<file path="config.mk">
export PLATFORM = sky130hd
export DESIGN_NAME = mem_access_unit
export DESIGN_NICKNAME = d
export VERILOG_FILES = /design/src/rtl/mau_pkg.sv /design/src/rtl/mau_lane.sv /design/src/rtl/mem_access_unit.sv
export SDC_FILE = /design/constraint.sdc
export NUM_CORES = 1
export LEC_CHECK = 0
export CAP_MARGIN = 20
export CORE_ASPECT_RATIO = 0.6
export CORE_UTILIZATION = 52
export DETAILED_ROUTE_END_ITERATION = 10
export GPL_ROUTABILITY_DRIVEN = 0
export PLACE_DENSITY_LB_ADDON = 0.08
export SLEW_MARGIN = 20
export SYNTH_ARGS = -nofsm -noshare
export SYNTH_HDL_FRONTEND = slang
export SYNTH_SLANG_ARGS = --single-unit
</file>
<file path="constraint.sdc">
create_clock -name clk -period 12.6 [get_ports clk]
set_input_delay 1.26 -clock clk [delete_from_list [all_inputs] [get_ports clk]]
set_output_delay 1.26 -clock clk [all_outputs]
set_load 0.05 [all_outputs]
</file>
<file path="src/rtl/mau_pkg.sv">
// Shared encodings, widths and the state type for the load/store sequencer.
// Also holds the alignment/legality rule used when a request is accepted.
package mau_pkg;

  localparam int WORD_W = 32;
  localparam int ADDR_W = 32;

  localparam logic [1:0] SZ_BYTE = 2'b00;
  localparam logic [1:0] SZ_HALF = 2'b01;
  localparam logic [1:0] SZ_WORD = 2'b10;
  localparam logic [1:0] SZ_RSVD = 2'b11;

  typedef enum logic [1:0] {
    ST_IDLE = 2'b00,
    ST_RD   = 2'b01,
    ST_WR   = 2'b10,
    ST_DONE = 2'b11
  } state_e;

  // Reserved size, odd halfword address or unaligned word never touches memory.
  function automatic logic is_illegal(input logic [1:0] size, input logic [1:0] offset);
    logic bad;
    bad = 1'b0;
    case (size)
      SZ_BYTE: bad = 1'b0;
      SZ_HALF: bad = offset[0];
      SZ_WORD: bad = (offset != 2'b00);
      default: bad = 1'b1;
    endcase
    return bad;
  endfunction

endpackage

</file>
<file path="src/rtl/mau_lane.sv">
// Big-endian lane logic: extracts/extends a loaded byte or halfword and
// merges a right-justified store value into a full memory word.
module mau_lane
  import mau_pkg::*;
#(
  parameter int WORD_WIDTH = WORD_W
) (
  input  logic [WORD_WIDTH-1:0] rd_word,
  input  logic [WORD_WIDTH-1:0] base_word,
  input  logic [WORD_WIDTH-1:0] st_data,
  input  logic [1:0]            offset,
  input  logic [1:0]            size,
  input  logic                  sign_ext,
  output logic [WORD_WIDTH-1:0] load_data,
  output logic [WORD_WIDTH-1:0] merged_word
);

  logic [4:0]            shamt;
  logic [WORD_WIDTH-1:0] shifted;
  logic [WORD_WIDTH-1:0] lane_mask;
  logic [WORD_WIDTH-1:0] lane_data;

  // Byte offset k sits k bytes below the MSB, so shifting left by 8k brings it to the top.
  always_comb begin
    shamt   = {offset, 3'b000};
    shifted = rd_word << shamt;
    case (size)
      SZ_BYTE: load_data = {{(WORD_WIDTH-8){sign_ext & shifted[WORD_WIDTH-1]}},
                            shifted[WORD_WIDTH-1 -: 8]};
      SZ_HALF: load_data = {{(WORD_WIDTH-16){sign_ext & shifted[WORD_WIDTH-1]}},
                            shifted[WORD_WIDTH-1 -: 16]};
      default: load_data = rd_word;
    endcase
  end

  always_comb begin
    case (size)
      SZ_BYTE: begin
        lane_mask = {8'hFF, {(WORD_WIDTH-8){1'b0}}} >> shamt;
        lane_data = {st_data[7:0], {(WORD_WIDTH-8){1'b0}}} >> shamt;
      end
      SZ_HALF: begin
        lane_mask = {16'hFFFF, {(WORD_WIDTH-16){1'b0}}} >> shamt;
        lane_data = {st_data[15:0], {(WORD_WIDTH-16){1'b0}}} >> shamt;
      end
      default: begin
        lane_mask = {WORD_WIDTH{1'b1}};
        lane_data = st_data;
      end
    endcase
    merged_word = (base_word & ~lane_mask) | (lane_data & lane_mask);
  end

endmodule

</file>
<file path="src/rtl/mem_access_unit.sv">
// Load/store sequencer: one access per request, sub-word stores done as
// read-modify-write against a word-wide big-endian data memory.
module mem_access_unit
  import mau_pkg::*;
#(
  parameter int WORD_WIDTH = WORD_W,
  parameter int ADDR_WIDTH = ADDR_W
) (
  input  logic                  clk,
  input  logic                  rst,
  input  logic                  req,
  input  logic                  we,
  input  logic [1:0]            size,
  input  logic                  sign_ext,
  input  logic [ADDR_WIDTH-1:0] addr,
  input  logic [WORD_WIDTH-1:0] wdata,
  output logic                  busy,
  output logic                  done,
  output logic                  err,
  output logic [WORD_WIDTH-1:0] rdata,
  output logic [ADDR_WIDTH-1:0] mem_addr,
  output logic                  mem_rd,
  output logic                  mem_wr,
  output logic [WORD_WIDTH-1:0] mem_wdata,
  input  logic [WORD_WIDTH-1:0] mem_rdata
);

  state_e                state_q, state_d;
  logic                  we_q, we_d;
  logic [1:0]            size_q, size_d;
  logic                  sign_ext_q, sign_ext_d;
  logic [ADDR_WIDTH-1:0] addr_q, addr_d;
  logic [WORD_WIDTH-1:0] wdata_q, wdata_d;
  logic [WORD_WIDTH-1:0] word_q, word_d;
  logic                  err_q, err_d;
  logic [WORD_WIDTH-1:0] rdata_q, rdata_d;

  logic [WORD_WIDTH-1:0] load_data;
  logic [WORD_WIDTH-1:0] merged_word;

  // Extraction reads the live memory word so rdata can update on the RD-ending edge.
  mau_lane #(
    .WORD_WIDTH (WORD_WIDTH)
  ) u_lane (
    .rd_word     (mem_rdata),
    .base_word   (word_q),
    .st_data     (wdata_q),
    .offset      (addr_q[1:0]),
    .size        (size_q),
    .sign_ext    (sign_ext_q),
    .load_data   (load_data),
    .merged_word (merged_word)
  );

  always_ff @(posedge clk or posedge rst) begin
    if (rst) begin
      state_q    <= ST_IDLE;
      we_q       <= 1'b0;
      size_q     <= SZ_BYTE;
      sign_ext_q <= 1'b0;
      addr_q     <= '0;
      wdata_q    <= '0;
      word_q     <= '0;
      err_q      <= 1'b0;
      rdata_q    <= '0;
    end else begin
      state_q    <= state_d;
      we_q       <= we_d;
      size_q     <= size_d;
      sign_ext_q <= sign_ext_d;
      addr_q     <= addr_d;
      wdata_q    <= wdata_d;
      word_q     <= word_d;
      err_q      <= err_d;
      rdata_q    <= rdata_d;
    end
  end

  always_comb begin
    state_d    = state_q;
    we_d       = we_q;
    size_d     = size_q;
    sign_ext_d = sign_ext_q;
    addr_d     = addr_q;
    wdata_d    = wdata_q;
    word_d     = word_q;
    err_d      = err_q;
    rdata_d    = rdata_q;
    case (state_q)
      ST_IDLE: begin
        if (req) begin
          we_d       = we;
          size_d     = size;
          sign_ext_d = sign_ext;
          addr_d     = addr;
          wdata_d    = wdata;
          err_d      = is_illegal(size, addr[1:0]);
          if (is_illegal(size, addr[1:0])) begin
            state_d = ST_DONE;
          end else if (we && (size == SZ_WORD)) begin
            state_d = ST_WR;
          end else begin
            state_d = ST_RD;
          end
        end
      end
      ST_RD: begin
        word_d = mem_rdata;
        if (we_q) begin
          state_d = ST_WR;
        end else begin
          rdata_d = load_data;
          state_d = ST_DONE;
        end
      end
      ST_WR:   state_d = ST_DONE;
      ST_DONE: state_d = ST_IDLE;
      default: state_d = ST_IDLE;
    endcase
  end

  // Memory strobes decode straight from state so an async reset kills them at once.
  always_comb begin
    busy      = (state_q != ST_IDLE);
    done      = (state_q == ST_DONE);
    err       = (state_q == ST_DONE) && err_q;
    rdata     = rdata_q;
    mem_addr  = {addr_q[ADDR_WIDTH-1:2], 2'b00};
    mem_rd    = (state_q == ST_RD);
    mem_wr    = (state_q == ST_WR);
    mem_wdata = (state_q == ST_WR) ? merged_word : '0;
  end

endmodule

</file>
==> results of run 1 <==
## final timing paths
path,cells past startpoint,end,slack [ns]
worst max-delay path,7,mem_wdata[28],7.73
worst min register to register,2,err_q,0.50
worst max register to register,7,rdata[20],9.71
max in group asynchronous,3,size_q[1],9.93
min in group asynchronous,2,addr_q[28],1.29
worst min-delay path,2,err_q,0.50
## per-layer routing
metal	up-vias	GRT usage (%)
li1	2553	-
met1	2939	43.0
met2	329	47.0
met3	31	8.24
met4	0	10.0
met5	-	0
## power groups by stage
stage	clock, mW	sequential (mW)	combinational (mW)
6_report	0.489	0.856	1.82
3_5_place_dp	0	0.849	1.80
5_1_grt	0.514	0.878	1.92
2_1_floorplan	0	0.949	1.21
4_1_cts	0.493	0.847	1.82
3_3_place_gp	0	0.840	1.76
## worst max-delay path: cells and delay by family (launching register included)
kind	cells	cell delay, ns
buffers and inverters	3	1.45
AND/OR/NAND/NOR	2	0.77
flip-flops	1	0.64
AO/OA/AOI/OAI	1	0.21
multiplexers	1	0.11
## cells by family (layout without fill, tap and decap cells)
kind of cell	Yosys count	count (layout)	share of synthesized area [%]
other	1	2	0.0539
buffers and inverters	95	257	7.50
adders and majority gates	5	5	0.900
DFF	135	135	48.6
and+or+nand+nor	129	129	8.04
AOI/OAI and AO/OA	140	140	13.6
muxes	124	124	21.1
xor gates and xnor gates	1	1	0.234
## cells in the mapped netlist
cell,n
o21ai_0,18
xnor2_2,1
or2_2,1
and3_1,8
nor2_1,36
o221ai_1,24
mux4_2,8
nor3b_1,1
o22ai_1,8
nor4_1,1
nand2b_1,2
buf_6,4
o211ai_1,9
nor2b_1,2
mux2i_1,16
conb_1,1
o21a_1,9
o311ai_0,1
o21bai_1,1
buf_4,34
mux2_2,100
buf_2,6
buf_1,9
clkbuf_1,27
a21oi_1,35
nor3_1,3
o31ai_1,1
and2_1,10
nand2_1,61
dfrtp_1,135
ha_1,5
a22oi_1,8
nand4_1,1
a31oi_1,17
inv_1,15
nand3_1,2
or3_1,1
o221a_2,8
o21ai_1,1
## layout by cell type (no fill, tap or decap), types with 9 or more instances in the layout
cell / instances
a21oi_1: 35
a31oi_1: 17
and2_1: 10
buf_4: 9
clkbuf_16: 17
clkdlybuf4s50_1: 201
dfrtp_1: 134
inv_1: 14
mux2_2: 100
mux2i_1: 16
nand2_1: 60
nor2_1: 36
o211ai_1: 9
o21a_1: 9
o21ai_0: 18
o221ai_1: 24
## layout make-up
cell class / count / area share [%]
clock buffers: 18 / 4.57
well taps: 170 / 2.27
inverters: 15 / 0.653
repair buffers: 210 / 22.2
flip-flops and latches: 135 / 36.0
clock inverters: 14 / 1.60
multi-input cells: 401 / 32.7
## sequential cells by signal, summed over array words and instances (netlist names)
name,count
rdata,32
state_q,2
size_q,2
err_q,1
wdata_q,32
we_q,1
sign_ext_q,1
word_q,32
addr_q,32
## per-stage QoR
stage | instances | hold slack, ns
global route | 963 | 0.516
floorplan | 631 | 0.441
CTS | 963 | 0.493
detailed placement | 931 | 0.477
global placement | 931 | 0.486
finish | 963 | 0.498
==> summary.md, run 1 <==
| Metric | Value |
|---|---|
| Root buffer cell | `clkbuf_16` |
| Tmin final | `a little under 5 ns` |
| Via count | `5852` |
| Reg power frac | `between 20% and 30%` |
| Sw Share | `48.2%` |
| Design Power | `3.17 mW` |
| Grt ovf | `0` |
| Die Span Y | `91.6 um` |
| Period utilization | `38.6%` |
| Top cells by area, synth | `dfrtp_1 49%, mux2_2 16%, buf_4 3.7%` |
| Initial DRC Count | `404` |
| CP max FO | `19` |
| Post-synth top area share | `48.6%` |
| Critical path's slowest cell | `clkdlybuf4s50_1` |
| DP Area | `8800 um^2` |
| Vias in the first global route | `between 5000 and 6000` |
| Worst-Margin Slew | `1.04 ns` |
| Final hold vios | `0` |
| Core footprint | `12900 um^2` |
| Post-DP HPWL | `14.4 mm` |
| Nets | `888` |
| Clock buffer depth | `2` |
| Critical path type | `reg2out` |
| Setup TNS | `0 ns` |
| Cells along the critical path | `buf_4 -> nor2b_1 -> buf_4 -> mux2i_1 -> o221ai_1 -> and2_1 -> clkdlybuf4s50_1` |
| Number of library cell types mapped by synthesis | `39` |
| CTS tree | `yes` |
| Pwr/cell area | `approximately 340 nW/um^2` |
| Synth Area per Inst | `11.0 um^2` |
| Synth warn | `0` |
| Post-CTS Resized | `0` |
| Crit path from | `size_q[0]` |
| Final WS setup | `7.73 ns` |
| Total length of routed met3 wires | `between 2 and 2.5 mm` |
| HP Start | `err_q` |
| Arr. time, crit path | `about 3.6 ns` |
| Reported net switching power | `approximately 1.5 mW` |
| Combinational share of power | `57.5%` |
| Post-CTS Hold Buffers | `0` |
| First-pass DRT Iterations | `5` |
| Clock transition at the registers of the reported paths | `0.06 ns` |
| Std-Cell Rows | `32` |
| Number of diodes | `0` |
| Final number of max-transition violations | `0` |
| Seq/Total Area, Yosys | `48.6%` |
| Reg2reg start | `state_q[1]` |
| WP data required | `approximately 11 ns` |
| Layout cells sized above 1 | `20.6%` |
| Io pins | `204` |
| CTS H-tree depth | `4` |
| Top cell by count, worst path | `buf_4` |
| Setup-failing EPs final | `0` |
| Metal-1 WL | `8.64 mm` |
| Design Area, Final | `between 9000 and 10000 um^2` |
| Residual DRC | `0` |
| ANT nets after route | `0` |
| Max VDD drop | `~0.23 mV` |
| Pre-CTS WS | `8.25 ns` |
| Pint | `1.64 mW` |
| CTS Buf Count | `17` |
| Drt wl/cell | `21.4 um` |
| Clock tree sinks | `between 100 and 150` |
| Leak | `3.83 nW` |
| Max-Cap Viols | `0` |
| Status | `complete, no violations` |
| Uppermost layer routed | `met4` |
| Post-synthesis cell area | `6950 um^2` |
| Layout area overhead | `34.9%` |
| Clock Skew | `0.00876 ns` |
| Footprint of the multi-input gates | `3070 um^2` |
| Post-CTS Setup Inserts | `0` |
| Die Wd | `151 um` |
| Pin count of the biggest net entering global routing | `73` |
| Register area | `3380 um^2` |
| Insertion delay to the later sink of the worst-skew pair | `0.42 ns` |
| First-pass GRT wire length | `31.7 mm` |
| Final core utilization | `72.6%` |
| Crit. End Element | `output pin` |
| Met2 wire length | `9.54 mm` |
| Min-delay worst type | `reg2reg` |
| Starting Density | `between 50 and 60%` |
| Startpoint Class | `register` |
| Total Routing Usage GR | `31.0%` |
| CP max stage delay | `0.80 ns` |
| Die area | `about 14000 um^2` |
| Initial antenna violation count | `0` |
| Fillers | `880` |
| Slew margin rel. | `30.0%` |
| Clock share of power | `15.4%` |
| Flops & latches, synth | `135` |
| Final wirelength | `approximately 21 mm` |
| F_max | `between 0.2 and 0.25 GHz` |
| Vias per cell | `6.08` |
| Largest area contributor in the synthesized netlist | `dfrtp_1` |
| Mapped Cells | `630` |
| IO buf count | `around 200` |
| RSZ-0062 raised after global routing | `no` |
Note: power is estimated with default switching activity, not from simulation.
==> run 2, diff against run 1 <==
--- a/config.mk
+++ b/config.mk
@@ -7,7 +7,7 @@
 export LEC_CHECK = 0
 export CAP_MARGIN = 20
 export CORE_ASPECT_RATIO = 0.6
-export CORE_UTILIZATION = 52
+export CORE_UTILIZATION = 48
 export DETAILED_ROUTE_END_ITERATION = 10
 export GPL_ROUTABILITY_DRIVEN = 0
 export PLACE_DENSITY_LB_ADDON = 0.08
==> constraint.sdc (replaced) <==
create_clock -name clk -period 4.61 [get_ports clk]
set_input_delay 0.461 -clock clk [delete_from_list [all_inputs] [get_ports clk]]
set_output_delay 0.461 -clock clk [all_outputs]
set_load 0.05 [all_outputs]
==> run 2 against run 1 <==
Sequential cell count unchanged. Combinational power increased to 2.7 times the previous value. First-iteration DRC count up 23%. Sequential power rose to 2.8 times the previous value.
==> summary.md, run 2 (same netlist as run 1, synthesis figures left out) <==
| Metric | Value |
|---|---|
| Critical path type | `reg2out` |
| IO buf count | `201 (unchanged)` |
| Post-DP HPWL | `14.7 mm (+2.0%)` |
| Clock tree sinks | `135 (unchanged)` |
| Die Span Y | `95.2 um (+4.0%)` |
| Root buffer cell | `clkbuf_16` |
| Std-Cell Rows | `33 (+3.1%)` |
| Insertion delay to the later sink of the worst-skew pair | `0.42 ns (about the same)` |
| Setup-failing EPs final | `0 (unchanged)` |
| Reg2reg start | `addr_q[0]` |
| Nets | `888 (unchanged)` |
| Die area | `15000 um^2 (+8.2%)` |
| Min-delay worst type | `reg2reg` |
| Clock transition at the registers of the reported paths | `0.06 ns (about the same)` |
| Post-CTS Hold Buffers | `0 (unchanged)` |
| Initial DRC Count | `498 (+23%)` |
| Cells along the critical path | `inv_1 -> o211ai_1 -> o221a_2 -> o21a_1 -> clkdlybuf4s50_1` |
| Io pins | `204 (unchanged)` |
| RR Endpoint | `rdata[24]` |
| CTS Buf Count | `17 (unchanged)` |
| Critical path's slowest cell | `inv_1` |
| M1 GR Usage | `40.0% (-3.0 points)` |
| Slew margin rel. | `34.2% (+4.2 points)` |
| Final hold vios | `0 (unchanged)` |
| CTS H-tree depth | `4 (unchanged)` |
| WHS Endpoint | `addr_q[4]` |
| FF-to-FF path depth | `5 (-2)` |
| First-pass DRT Iterations | `5 (unchanged)` |
| Pwr/cell area | `919 nW/um^2 (+170%)` |
| Crit. End Element | `output pin` |
| Final wirelength | `20.3 mm (-1.4%)` |
| DP Area | `8830 um^2 (+0.31%)` |
| HP Start | `addr_q[4]` |
| FF-to-FF setup slack | `1.95 ns (-7.76 ns)` |
| Setup TNS | `0 ns (unchanged)` |
| Vias per cell | `5.81 (-4.4%)` |
| Final WS setup | `0.444 ns (-7.29 ns)` |
| RSZ-0062 raised after global routing | `no` |
| Leak | `3.86 nW (+0.76%)` |
| Met3 Track Usage GR | `9.59% (+1.3 points)` |
| Layout cells sized above 1 | `20.4% (-0.13 points)` |
| Commonest non-fill, non-tap cell in the layout | `clkdlybuf4s50_1` |
| Clock buffer depth | `2 (unchanged)` |
| Layout area overhead | `35.7%` |
| Commonest non-fill, non-tap cells in the layout | `201 x clkdlybuf4s50_1, 134 x dfrtp_1, 100 x mux2_2` |
| Crit-path leading delay family | `buffers and inverters` |
| Worst-Margin Slew | `0.988 ns (-0.0546 ns)` |
| Startpoint Class | `register` |
| Drt wl/cell | `20.6 um (-3.6%)` |
| ANT nets after route | `0 (unchanged)` |
| GRT Max-Usage Layer | `met2` |
| Buf+Inv Stages, Crit Path | `2 (-1)` |
| CP max FO | `36 (+17)` |
| Die Wd | `157 um (+4.0%)` |
| Final number of max-transition violations | `0 (unchanged)` |
| Design Power | `8.68 mW (+170%)` |
| Period utilization | `90.4%` |
| CTS tree | `yes` |
| Initial antenna violation count | `0 (unchanged)` |
| Core footprint | `13900 um^2 (+7.3%)` |
| Tmin final | `4.17 ns` |
| Vias in the first global route | `5649 (-3.2%)` |
| Pre-CTS WS | `0.971 ns (-7.28 ns)` |
| Design Area, Final | `9440 um^2 (+0.57%)` |
| Max-Cap Viols | `0 (unchanged)` |
| F_max | `0.240 GHz` |
| Post-CTS Setup Inserts | `0 (unchanged)` |
| First-pass GRT wire length | `31.5 mm (-0.50%)` |
| Max VDD drop | `0.707 mV (+210%)` |
| Number of diodes | `0 (unchanged)` |
| Starting Density | `50.1% (-3.6 points)` |
| Hold path depth | `1 (-1)` |
| Post-CTS Resized | `0 (unchanged)` |
| WP data required | `4.15 ns (-7.19 ns)` |
| Met2 Use GR | `42.8% (-4.2 points)` |
| Pin count of the biggest net entering global routing | `114 (+56%)` |
| Arr. time, crit path | `3.70 ns (+0.09 ns)` |
| CP max stage delay | `0.75 ns (-0.05 ns)` |
| Total Routing Usage GR | `28.5% (-2.5 points)` |
| Status | `complete, no violations` |
| Grt ovf | `0 (unchanged)` |
| Clock Skew | `0.00725 ns (-0.00151 ns)` |
| Residual DRC | `0 (unchanged)` |
| Via count | `5722 (-2.2%)` |
| Final core utilization | `68.0% (-4.5 points)` |
==> run 2: final cells by class <==
type	count	area, um^2
Multi-Input combinational cell	401	3070
Sequential cell	135	3380
Tap cell	192	240
Clock inverter	14	176
Inverter	15	63.8
Clock buffer	18	429
Fill cell	1098	4440
Timing Repair Buffer	210	2080
==> run 2: how the worst max path moves through the flow <==
stage / from / to / slack (ns) / cells past startpoint
6_report: size_q[1] / mem_wdata[12] / 0.44 / 5
3_5_place_dp: size_q[1] / mem_wdata[10] / 0.97 / 5
3_3_place_gp: size_q[1] / mem_wdata[14] / 1.03 / 5
4_1_cts: size_q[1] / mem_wdata[12] / 0.52 / 5
5_1_grt: size_q[1] / mem_wdata[10] / 0.29 / 5
2_1_floorplan: rst / addr_q[0] / 0.54 / 1
==> run 2: stage by stage <==
| step | hold WS [ns] | std cells |
|---|---|---|
| floorplan | 0.441 | 631 |
| global placement | 0.484 | 953 |
| detailed placement | 0.484 | 953 |
| CTS | 0.501 | 985 |
| global route | 0.516 | 985 |
| finish | 0.503 | 985 |
==> run 2: worst register-to-register path, cell delays in order (launching register included) <==
cell and delay (ns):
dfrtp_1 0.62, buf_4 0.42, mux4_2 0.59, nand3_1 0.15, and2_1 0.58, a21oi_1 0.15
==> run 2: where the power goes <==
part | leakage [nW] | switching, mW | internal [mW]
Combinational | 1.99 | 3.03 | 1.88
Clock | 0.291 | 0.548 | 0.856
Sequential | 1.57 | 0.553 | 1.81
Total | 3.86 | 4.13 | 4.54
==> run 2: layer usage <==
| metal | up-vias | wire, um |
|---|---|---|
| li1 | 2548 | - |
| met1 | 2843 | 8580 |
| met2 | 306 | 9140 |
| met3 | 25 | 2360 |
| met4 | 0 | 243 |
| met5 | - | 0 |
